## src/rtl/msg_evt_queue.sv

```systemverilog
// msg_evt_queue: timestamps, severity-filters and buffers message events for a software drain stage.
// Optional build macro MSG_EVT_FATAL_RESERVE_EN reserves the last FIFO slot for FATAL events.
module msg_evt_queue #(
    parameter int DEPTH  = 16,
    parameter int SRC_W  = 4,
    parameter int CODE_W = 16,
    parameter int TS_W   = 32,
    parameter int CNT_W  = 16
) (
    input  logic                    clk,
    input  logic                    rst_n,
    input  logic [1:0]              svrt_thold,
    input  logic                    evt_vld,
    input  logic [1:0]              evt_type,
    input  logic [1:0]              evt_svrt,
    input  logic [1:0]              evt_act,
    input  logic [SRC_W-1:0]        evt_src,
    input  logic [CODE_W-1:0]       evt_code,
    output logic                    msg_vld,
    input  logic                    msg_rdy,
    output logic [1:0]              msg_type,
    output logic [1:0]              msg_svrt,
    output logic [1:0]              msg_act,
    output logic [SRC_W-1:0]        msg_src,
    output logic [CODE_W-1:0]       msg_code,
    output logic [TS_W-1:0]         msg_ts,
    output logic [$clog2(DEPTH):0]  level,
    output logic [CNT_W-1:0]        filt_cnt,
    output logic [CNT_W-1:0]        drop_cnt,
    output logic                    ovf,
    output logic                    done
);
    localparam int AW = $clog2(DEPTH);
    localparam int LW = AW + 1;
    localparam logic [LW-1:0]    LVL_ONE  = LW'(1);
    localparam logic [LW-1:0]    LVL_FULL = LW'(DEPTH);
    localparam logic [AW-1:0]    PTR_ONE  = AW'(1);
    localparam logic [CNT_W-1:0] CNT_ONE  = CNT_W'(1);
    localparam logic [CNT_W-1:0] CNT_MAX  = '1;
    localparam logic [1:0]       ACT_EXIT   = 2'd2;
    localparam logic [1:0]       TYPE_FATAL = 2'd3;

    typedef enum logic [1:0] {ST_RUN, ST_DRAIN, ST_DONE} state_t;

    typedef struct packed {
        logic [1:0]        typ;
        logic [1:0]        svrt;
        logic [1:0]        act;
        logic [SRC_W-1:0]  src;
        logic [CODE_W-1:0] code;
        logic [TS_W-1:0]   ts;
    } rec_t;

    state_t          state;
    rec_t            mem [DEPTH];
    rec_t            head;
    rec_t            new_rec;
    logic [AW-1:0]   wr_ptr, rd_ptr, rd_nxt;
    logic [LW-1:0]   remain;
    logic [TS_W-1:0] ts;
    logic            pop, in_run, below, no_room, push, drop_full, do_drop, do_filt;

    assign pop    = msg_vld && msg_rdy;
    assign in_run = (state == ST_RUN);
    assign below  = (evt_svrt < svrt_thold);
`ifdef MSG_EVT_FATAL_RESERVE_EN
    assign no_room = (evt_type == TYPE_FATAL) ? (level == LVL_FULL) : (level >= LVL_FULL - LVL_ONE);
`else
    assign no_room = (level == LVL_FULL);
`endif
    assign do_filt   = evt_vld && in_run && below;
    assign drop_full = evt_vld && in_run && !below && no_room && !pop;
    assign do_drop   = (evt_vld && !in_run) || drop_full;
    assign push      = evt_vld && in_run && !below && !(no_room && !pop);

    // Records left behind the head after this cycle's pop decide whether the head reloads.
    assign remain  = level - {{AW{1'b0}}, pop};
    assign rd_nxt  = rd_ptr + {{(AW-1){1'b0}}, pop};
    assign new_rec = '{typ: evt_type, svrt: evt_svrt, act: evt_act, src: evt_src,
                       code: evt_code, ts: ts};

    assign msg_type = head.typ;
    assign msg_svrt = head.svrt;
    assign msg_act  = head.act;
    assign msg_src  = head.src;
    assign msg_code = head.code;
    assign msg_ts   = head.ts;

    // NOTE: storage array has no reset; pointers and level alone define which slots hold data.
    always_ff @(posedge clk) begin
        if (push) mem[wr_ptr] <= new_rec;
    end

    // NOTE: all sequential state uses non-blocking assignments so same-edge reads see old values.
    always_ff @(posedge clk) begin
        if (!rst_n) begin
            state    <= ST_RUN;
            done     <= 1'b0;
            ts       <= '0;
            wr_ptr   <= '0;
            rd_ptr   <= '0;
            level    <= '0;
            msg_vld  <= 1'b0;
            head     <= '0;
            filt_cnt <= '0;
            drop_cnt <= '0;
            ovf      <= 1'b0;
        end else begin
            ts <= ts + TS_W'(1);
            if (push) wr_ptr <= wr_ptr + PTR_ONE;
            if (pop)  rd_ptr <= rd_ptr + PTR_ONE;

            if (push && !pop)      level <= level + LVL_ONE;
            else if (pop && !push) level <= level - LVL_ONE;

            // Head only advances when empty or consumed, so it is stable under backpressure.
            if (!msg_vld || pop) begin
                if (remain != '0) begin
                    msg_vld <= 1'b1;
                    head    <= mem[rd_nxt];
                end else begin
                    msg_vld <= 1'b0;
                end
            end

            if (do_filt && filt_cnt != CNT_MAX) filt_cnt <= filt_cnt + CNT_ONE;
            if (do_drop && drop_cnt != CNT_MAX) drop_cnt <= drop_cnt + CNT_ONE;
            if (drop_full) ovf <= 1'b1;

            unique case (state)
                ST_RUN: begin
                    if (push && evt_act == ACT_EXIT) state <= ST_DRAIN;
                end
                ST_DRAIN: begin
                    if (level == '0 && !msg_vld) begin
                        state <= ST_DONE;
                        done  <= 1'b1;
                    end
                end
                ST_DONE: done <= 1'b1;
                default: state <= ST_RUN;
            endcase
        end
    end

endmodule

```

## config.mk

```make
export PLATFORM = sky130hd
export DESIGN_NAME = msg_evt_queue
export DESIGN_NICKNAME = d
export VERILOG_FILES = /design/src/rtl/msg_evt_queue.sv
export SDC_FILE = /design/constraint.sdc
export NUM_CORES = 1
export LEC_CHECK = 0
export CAP_MARGIN = 5
export CORE_ASPECT_RATIO = 0.8
export CORE_MARGIN = 10
export CORE_UTILIZATION = 35
export DETAILED_ROUTE_END_ITERATION = 10
export SLEW_MARGIN = 10
export SYNTH_ARGS = -nofsm -noshare
export SYNTH_HDL_FRONTEND = slang
export SYNTH_SLANG_ARGS = --single-unit
export TNS_END_PERCENT = 1
```

## constraint.sdc

```tcl
create_clock -name clk -period 9.5 [get_ports clk]
set_input_delay 2.375 -clock clk [delete_from_list [all_inputs] [get_ports clk]]
set_output_delay 2.375 -clock clk [all_outputs]
set_load 0.01 [all_outputs]
```

==> out/results.ini <==
[floorplan]
fp-row-count=112
num_io_pins=130
die_y_um=326
die_area_um2=131000
fp.dieW_um=402
core_area_um2=116000
initial_core_util_pct=35.1

[synthesis]
syn_nets=2259
synth_top_cell_area_share_pct=68.2
ys_ff_latch=1068
synth_xor_area_share_pct=1.05
async_flop_share_pct=0
syn_inst=2210
yosysTopAreaCell=edfxtp_1
synth-edff-count=928
synth_top_family_by_area=multiplexers
synth.yosys.seq_area_share_pct=75.1
synth_area_leaders=edfxtp_1, mux4_2, dfxtp_1
yosys.area_share.simple_pct=5.29
synth_fa_ha_area_share_pct=0.539
synth_area_um2=40800
synth_mux_area_share_pct=13.0
synth.avg_cell_area_um2=18.5
synth_compound_area_share_pct=3.74
synth-main-ff-cell=edfxtp_1
yosys_warnings=0
synth.distinct_cells=56

[setup_path]
crit_fanout=30
cp.arrival_ps=6470
start_kind=primary input
cp-end-kind=flop
critPathRequiredTime_ps=9840
worstSetupPathType=in2reg

[sta]
finalCritPeriodShare_pct=64.5
max_freq_ghz=0.163
maxSlewViolCount=0
hold_slack_ps=468
setup_tns_ps=0
period_minus_slack_ps=6130
setup_violations=0
rsz0062_at_grt=false
relSlewSlack_pct=19.3
tightest_slew_ps=1210
finalHoldViolations=0
finClkSkew_ps=37.9
layout_setup_ws_ps=3370

[clock_network]
cts.clk_slew.worst_paths_ps=60
clk_path_buf_depth=3
cts_made_buffers=99
cts_hold_buffers=0
cts_setup_buffers=0
htreeDepth=3
cts_resized=0
cts-root-buf=clkbuf_16
insertion_delay_ps=700
cts_num_sinks=1068
cts_tree=built

[routing]
route.detailed.drc=0
drt_pre_antenna_iters=5
vias_per_cell=5.25
num_vias=20916
detail_route.wl_per_cell_um=23.6
drt_iter0_markers=1699
drt-total-wl_um=94000
drtAntennaViolNets=0

[pwr]
p_leak_nw=15.2
power.density_nw_per_um2=248
ir_drop_uv=170

[grt]
antenna_found_initial=2
grt_overflow_total=0
grt_pass1_vias=21738
grt_pass1_wl_um=142000
grt_max_degree=155
grt_usage_pct=14.1

[final_layout]
area_delta_synth_final_pct=16.1
final_common_cell=edfxtp_1
final_cell_mix=edfxtp_1, nand2_1, mux4_2, a21oi_1, dfxtp_1
fill_cells=10221
drive_gt1_share_pct=18.5
final_area_um2=47400
antenna_cells=0
utilization_pct=40.8
fin_nets=2411

[placement]
gp_congestion=0.797
port_buffers=129
pre_cts_ws_ps=2540
dpl-instance-area_um2=44100
hpwl_um=52600

[run_status]
status=finished clean

[job]
cap_violations=0

[hold_path]
hold_class=reg2reg

-- worst max-delay path: stages --
cell	delay, ps
clkdlybuf4s50_1	810
ha_1	630
a21oi_1	140
nor3_2	540
nand2_1	360
nor2_4	980
buf_4	570
-- registers in the layout (all words and copies together), names as in the netlist --
register	cells
msg_type	2
rd_ptr	4
mem	928
drop_cnt	16
msg_svrt	2
msg_src	4
msg_act	2
wr_ptr	4
ovf	1
ts	32
filt_cnt	16
level	5
msg_code	16
done	1
msg_ts	32
state	2
msg_vld	1
-- path summary, 6_finish.rpt --
kind,slack (ps),depth (start not counted),from,end
worst max-delay path,3370,7,evt_svrt[1],mem[6][55]$_DFFE_PP_
worst min-delay path,470,1,msg_ts[6]$_SDFFE_PN0P_,msg_ts[6]$_SDFFE_PN0P_
worst max register to register,5580,7,msg_vld$_SDFFE_PN0P_,mem[6][55]$_DFFE_PP_
worst min register to register,470,1,msg_ts[6]$_SDFFE_PN0P_,msg_ts[6]$_SDFFE_PN0P_
-- layout make-up --
type,instances,area [µm²],area share (%)
Tap cell,1539,1930,4.06
Timing Repair Buffer,166,1620,3.41
Clock buffer,139,2770,5.84
Inverter,14,52.6,0.111
Clock inverter,48,561,1.18
Sequential cell,1068,30700,64.7
Multi-Input combinational cell,1013,9820,20.7
-- cells by family (layout without fill, tap and decap cells) --
group,Yosys count,after routing
mux,240,240
compound gates,239,239
simple gates,468,468
fa+ha+maj,17,17
xor+xnor,49,49
flops,1068,1068
buf+inv,129,367
-- layer usage --
| layer | track usage, % | up-vias | routed length, µm |
|---|---|---|---|
| li1 | - | 9113 | - |
| met1 | 20.5 | 11017 | 43100 |
| met2 | 21.2 | 667 | 41800 |
| met3 | 4.06 | 115 | 7680 |
| met4 | 2.59 | 4 | 1360 |
| met5 | 0 | - | 28 |
-- cell usage after synthesis, drive strengths merged, types with 5 or more instances --
master  number
edfxtp     928
xor2        22
and2         6
mux2i        8
nand2b       8
o21ai       12
mux4       232
buf         49
ha          16
and3         6
nor3        17
nand3       30
xnor2       27
or3          9
o211ai       5
nand4       16
nor2        66
and4         9
dfxtp      140
a21oi      140
nor4         8
nand2      270
o31ai        9
or4         13
clkbuf      66
inv         14
a211o       59
-- stage by stage --
step	total power [mW]	std cells
after global routing	12.3	3987
after detailed placement	7.89	3800
after CTS	11.9	3987
after global placement	7.88	3800
final	11.8	3987
after floorplan	7.08	2210
-- power breakdown --
| part | internal [mW] | total, mW | switching (mW) |
|---|---|---|---|
| logic | 1.17 | 2.33 | 1.16 |
| clock network | 2.29 | 4.02 | 1.72 |
| registers | 5.25 | 5.41 | 0.155 |
(Power assumes the default switching activity.)
